<file path="config.mk">
export PLATFORM = sky130hd
export DESIGN_NAME = prog_loader
export DESIGN_NICKNAME = d
export VERILOG_FILES = /design/src/rtl/prog_loader.sv
export SDC_FILE = /design/constraint.sdc
export NUM_CORES = 1
export LEC_CHECK = 0
export ABC_AREA = 1
export CORE_MARGIN = 2
export CORE_UTILIZATION = 55
export DETAILED_ROUTE_END_ITERATION = 10
export PLACE_DENSITY = 0.76
export SLEW_MARGIN = 15
export SYNTH_ARGS = -nofsm -noshare
export SYNTH_HDL_FRONTEND = slang
export SYNTH_SLANG_ARGS = --single-unit
</file>
<file path="constraint.sdc">
create_clock -name clock -period 2.5 [get_ports clock]
set_clock_uncertainty 0.05 [all_clocks]
set_input_delay 0.5 -clock clock [delete_from_list [all_inputs] [get_ports clock]]
set_output_delay 0.5 -clock clock [all_outputs]
set_load 0.03 [all_outputs]
</file>
<file path="src/rtl/prog_loader.sv">
// prog_loader: receives a length-prefixed big-endian byte stream and writes it into processor RAM, then releases the CPU.
// Latency: a word is written the cycle after its fourth byte; RUN follows the halt-word (or last-word) write by one cycle.
// Backpressure: byte_ready drops outside HDR0/HDR1/DATA/CHK and during every wEn cycle; optional checksum byte under LOADER_CHECKSUM_EN.
module prog_loader #(
  parameter int ADDR_W    = 9,
  parameter int MAX_WORDS = 512
) (
  input  logic              clock,
  input  logic              reset_n,
  input  logic              start,
  input  logic              abort,
  input  logic              byte_valid,
  input  logic [7:0]        byte_data,
  output logic              byte_ready,
  output logic [ADDR_W-1:0] addr,
  output logic              wEn,
  output logic [31:0]       wDat,
  output logic              working,
  output logic              done,
  output logic              err
);

`ifdef LOADER_CHECKSUM_EN
  typedef enum logic [2:0] {
    IDLE = 3'd0, HDR0 = 3'd1, HDR1 = 3'd2, DATA = 3'd3,
    TERM = 3'd4, CHK  = 3'd5, RUN  = 3'd6, ERR  = 3'd7
  } state_t;
  // After the final RAM write the trailing checksum byte is still owed.
  localparam state_t POST_LOAD = CHK;
`else
  typedef enum logic [2:0] {
    IDLE = 3'd0, HDR0 = 3'd1, HDR1 = 3'd2, DATA = 3'd3,
    TERM = 3'd4, RUN  = 3'd6, ERR  = 3'd7
  } state_t;
  localparam state_t POST_LOAD = RUN;
`endif

  // Length limit widened by one bit so header values up to 65535 compare cleanly.
  localparam logic [16:0] MAXW = 17'(MAX_WORDS);

  state_t              state_q, state_d;
  logic [15:0]         count_q, count_d;
  logic [15:0]         widx_q, widx_d;
  logic [1:0]          bcnt_q, bcnt_d;
  logic [31:0]         asm_q, asm_d;
  logic                wen_q, wen_d;
  logic [ADDR_W-1:0]   addr_q, addr_d;
  logic [31:0]         wdat_q, wdat_d;
  logic                done_q, done_d;
`ifdef LOADER_CHECKSUM_EN
  logic [7:0]          csum_q, csum_d;
`endif
  logic                accept;

  // Ready only in byte-consuming states, and never while a RAM write is in flight.
  always_comb begin
    byte_ready = 1'b0;
    case (state_q)
      HDR0, HDR1, DATA: byte_ready = !wen_q;
`ifdef LOADER_CHECKSUM_EN
      CHK:              byte_ready = !wen_q;
`endif
      default:          byte_ready = 1'b0;
    endcase
  end

  assign accept  = byte_valid && byte_ready;
  assign addr    = addr_q;
  assign wEn     = wen_q;
  assign wDat    = wdat_q;
  assign working = (state_q == RUN);
  assign done    = done_q;
  assign err     = (state_q == ERR);

  // Next-state and write-port logic; abort overrides everything at the end.
  always_comb begin
    state_d = state_q;
    count_d = count_q;
    widx_d  = widx_q;
    bcnt_d  = bcnt_q;
    asm_d   = asm_q;
    wen_d   = 1'b0;
    addr_d  = '0;
    wdat_d  = '0;
`ifdef LOADER_CHECKSUM_EN
    csum_d  = csum_q;
    if (accept) csum_d = csum_q ^ byte_data;
`endif

    case (state_q)
      IDLE, ERR: begin
        if (start) begin
          state_d = HDR0;
          count_d = '0;
          widx_d  = '0;
          bcnt_d  = '0;
          asm_d   = '0;
`ifdef LOADER_CHECKSUM_EN
          csum_d  = '0;
`endif
        end
      end
      HDR0: begin
        if (accept) begin
          count_d = {byte_data, count_q[7:0]};
          state_d = HDR1;
        end
      end
      HDR1: begin
        if (accept) begin
          count_d = {count_q[15:8], byte_data};
          if ({1'b0, count_d} > MAXW)  state_d = ERR;
          else if (count_d == 16'd0)   state_d = TERM;
          else                         state_d = DATA;
        end
      end
      DATA: begin
        if (wen_q) begin
          // Write cycle: advance the word index and leave once the last word is out.
          widx_d = widx_q + 16'd1;
          if (widx_q + 16'd1 == count_q) begin
            state_d = ({1'b0, count_q} < MAXW) ? TERM : POST_LOAD;
          end
        end else if (accept) begin
          asm_d  = {asm_q[23:0], byte_data};
          bcnt_d = bcnt_q + 2'd1;
          if (bcnt_q == 2'd3) begin
            wen_d  = 1'b1;
            addr_d = ADDR_W'(widx_q);
            wdat_d = {asm_q[23:0], byte_data};
          end
        end
      end
      TERM: begin
        // First cycle issues the halt-word write, second cycle moves on.
        if (wen_q) begin
          state_d = POST_LOAD;
        end else begin
          wen_d  = 1'b1;
          addr_d = ADDR_W'(count_q);
          wdat_d = 32'h0;
        end
      end
`ifdef LOADER_CHECKSUM_EN
      CHK: begin
        if (accept) state_d = (byte_data == csum_q) ? RUN : ERR;
      end
`endif
      RUN: begin
        state_d = RUN;
      end
      default: state_d = IDLE;
    endcase

    if (abort) begin
      state_d = IDLE;
      wen_d   = 1'b0;
      addr_d  = '0;
      wdat_d  = '0;
    end

    done_d = (state_d == RUN) && (state_q != RUN);
  end

  // State, counters and registered write port.
  always_ff @(posedge clock or negedge reset_n) begin
    if (!reset_n) begin
      state_q <= IDLE;
      count_q <= '0;
      widx_q  <= '0;
      bcnt_q  <= '0;
      asm_q   <= '0;
      wen_q   <= 1'b0;
      addr_q  <= '0;
      wdat_q  <= '0;
      done_q  <= 1'b0;
`ifdef LOADER_CHECKSUM_EN
      csum_q  <= '0;
`endif
    end else begin
      state_q <= state_d;
      count_q <= count_d;
      widx_q  <= widx_d;
      bcnt_q  <= bcnt_d;
      asm_q   <= asm_d;
      wen_q   <= wen_d;
      addr_q  <= addr_d;
      wdat_q  <= wdat_d;
      done_q  <= done_d;
`ifdef LOADER_CHECKSUM_EN
      csum_q  <= csum_d;
`endif
    end
  end

endmodule

</file>
==> metrics.md <==
| Metric | Value |
|---|---|
| Largest net degree at the start of global routing | 44 |
| Register area share after synthesis | 56.2% |
| Vias/cell | 5.43 |
| CP cell instances | inv_1, nor2_1, inv_1, nor2_1, clkdlybuf4s15_1 |
| Post-CTS Setup Bufs | 0 |
| Via count | about 3800 |
| Yosys top cell area share | between 50% and 60% |
| Fin. Hold Viols | 0 |
| Multiplexer share of the synthesized area | 0% |
| Total GRT Usage | 25.7% |
| Cell taking the most area after synthesis | dfrtp_1 |
| Async SR Flop Fraction | 100% |
| Area of the multi-input gates | 1620 sq um |
| Largest delay contributor family on the critical path | buffers and inverters |
| Clock Sinks | 104 |
| Clock latency on the worst-skew pair | around 0.37 ns |
| Xor and xnor fraction of the mapped netlist area | roughly 1.4% |
| Pwr Total | ~3500 uW |
| Buffers on Ports | slightly below 60 |
| Main combinational cell family by area after synthesis | simple AND/OR/NAND/NOR gates |
| CTS buffer count | 9 |
| Pwr dens | 613 nW/um^2 |
| Row Count | 33 |
| Gpl congestion | approximately 0.92 |
| Antenna diode count | 0 |
| Ys Warns | 0 |
| Critical Path RT | 1.95 ns |
| Clk Tree Root Cell | clkbuf_8 |
| Crit path DAT | around 1.8 ns |
| Die height | between 90 and 100 microns |
| RSZ-0062 raised after global routing | false |
| Worst Hold Class | in2async |
| CP Launch Type | flip-flop |
| Final critical-path required period | roughly 2.4 ns |
| Reg2Reg Depth | 17 |
| Final Setup Violations | 0 |
| Synth Flop Type | dfrtp_1 |
| Post-DP HPWL | ~8 mm |
| Synth Net Count | about 540 |
| Vias in the first global route | between 3000 and 4000 |
| Setup tns final | 0 ns |
| Die area | just over 9000 sq um |
| Critical path type | reg2out |
| PnR worst setup slack | roughly 0.13 ns |
| Fin. max-slew vios | 0 |
| Slowest CP cell | dfrtp_1 |
| CTS clk-pin slew, worst paths | about 0.11 ns |
| Bufs and invs on worst path | 3 |
| Unique cell type count in the Yosys netlist | 27 |
| CP peak stage delay | between 0.5 and 0.6 ns |
| Worst-path fanout max | 6 |
| Initial Util | between 50 and 60% |
| 1st-iter DRT viols | roughly 250 |
| Synth area leaders | dfrtp_1 56%, inv_1 7.4%, o22ai_1 7.3%, nand2_1 6.7%, nor2_1 5.0% |
| Remaining global-route overflow | 0 |
| EDFF count, synth | 0 |
| Share of cells above drive strength 1 | 10.4% |
| IO Pins | 59 |
| Mapped cell area | 4630 sq um |
| Avg WL per Cell | 15.6 microns |
| Actual slew at the worst max-slew pin | 0.617 ns |
| Post-Syn Instances | 524 |
| Slew headroom | between 50 and 60% |
| Final Cycle Share | 94.8% |
| Avg Synthesized Cell Area | just under 9 sq um |
| Peak VDD IR | approximately 0.26 mV |
| Worst slack, placed | 0.205 ns |
| Pleak | between 0.002 and 0.003 uW |
| #FFs+latches synth | 104 |
| Total of max-cap violations | 0 |
| Simple logic cell fraction of the synthesized area | 21.4% |
| Synth cell count leaders | 104 x dfrtp_1, 91 x inv_1, 83 x nand2_1, 62 x nor2_1, 54 x o22ai_1 |
| DRT Wirelength | about 11 mm |
| H-tree depth | 3 |
| Nets@finish | a little over 600 |
| Antenna Nets Post-Route | 0 |
| DRC viols | 0 |
| Top-count cell post-synth | dfrtp_1 |
| Post-synthesis compound-gate area fraction | a little under an eighth |
| Fillers | approximately 660 |
| Maximum clock path buffer count | 2 |
| First-pass GRT wire length | 17.8 mm |
| Die width | around 96 microns |
| Pre-antenna DRT Iters | 7 |
| Layout area overhead | 21.6% |
| Fmax | about 420 MHz |
| Outcome | complete, no violations |
| CP Capture Type | primary output |
| Critical path depth in cells | 5 |
| Register area | 2600 sq um |
| Antenna violations before repair | 0 |
| CTS tree | yes |
| Post-Synth Adder-Cell Area | less than 1% |
| Core region area | between 8000 and 9000 sq um |
==> cells by family (layout without fill, tap and decap cells) <==
family | Yosys count | after routing
compound gates | 85 | 85
xor+xnor | 5 | 5
fa+ha+maj | 2 | 2
buf+inv | 108 | 181
flops | 104 | 104
simple gates | 220 | 220
==> registers in the layout, summed over array words and instances (netlist names) <==
| name | cells |
|---|---|
| count_q | 16 |
| addr | 9 |
| state_q | 3 |
| bcnt_q | 2 |
| wEn | 1 |
| widx_q | 16 |
| wDat | 32 |
| asm_q | 24 |
| done | 1 |
==> metal layers <==
metal | track usage, % | wire, microns | vias up
met4 | 8.93 | 259 | 0
met3 | 4.39 | 517 | 23
met1 | 32.3 | 4580 | 1814
met5 | 0 | 0 | -
li1 | - | - | 1840
met2 | 45.0 | 5630 | 135
==> worst reg2reg max path, cell delays in order (launching register included) <==
cell and delay, ns:
dfrtp_1 0.41, ha_1 0.22, nand3_1 0.17, nor2_2 0.20
nand2_1 0.09, nand2_1 0.10, nand2_1 0.05, nand2_1 0.05
nand2_1 0.06, nor2_1 0.11, nand2_1 0.07, nor2_1 0.11
nand2_2 0.07, nand2_2 0.09, nand2_1 0.05, nor2_1 0.09
nand2_1 0.07, nor2_2 0.07
==> metrics by stage <==
step	hold WS [ns]	instances	area (sq um)	utilization [%]
after detailed placement	0.426	686	5410	66.2
after global routing	0.0744	702	5630	68.9
after CTS	0.0599	702	5630	68.8
final	0.0497	702	5630	68.9
after global placement	0.418	686	5410	66.2
after floorplan	0.154	524	4630	-
==> final cells by class <==
class | count | share of cell area, %
clock inverters | 7 | 1.62
inverters | 95 | 6.33
multi-input cells | 312 | 28.7
well taps | 105 | 2.33
clock buffers | 9 | 2.20
repair buffers | 70 | 12.6
flip-flops and latches | 104 | 46.2
==> what timing repair did <==
action	4_1_cts	5_1_grt
hold buffers	0	0
endpoints found under the setup margin	1	3
gates resized for setup	1	3
gates cloned	0	0
==> power by group <==
part / internal, uW / total (uW) / switching, uW
registers: 1720 / 1760 / 33.6
clock network: 417 / 1080 / 664
logic: 200 / 613 / 413
==> cells in the final DEF, fill, tap and decap left out, types with 2 or more instances in the layout <==
cell             netlist  routed
a21oi_1                4       4
a21oi_2                4       4
buf_12                 0       3
buf_4                  0      10
clkbuf_8               0       9
clkdlybuf4s50_1        0      54
clkinv_8               0       2
dfrtp_1              104     104
dlymetal6s2s_1         0       2
ha_1                   2       2
inv_1                 91      91
inv_2                  4       4
inv_8                  0       3
nand2_1               83      83
nand2_2                8       8
nand3_1               41      41
nand4_1               11      11
nor2_1                62      62
nor2_2                 6       6
nor2_4                 5       5
nor3_1                 2       2
nor3_2                 2       2
o21ai_0               19      19
o22ai_1               54      54
xor2_1                 2       2
==> worst paths after layout <==
check | from | slack [ns] | end
worst min-delay path | reset_n | 0.05 | wDat[26]
min in group clock | asm_q[16] | 0.45 | wDat[24]
max in group asynchronous | reset_n | 1.70 | count_q[2]
worst max register to register | widx_q[1] | 0.31 | done
worst min register to register | asm_q[16] | 0.45 | wDat[24]
worst max-delay path | state_q[2] | 0.13 | working
(Power assumes the default switching activity.)
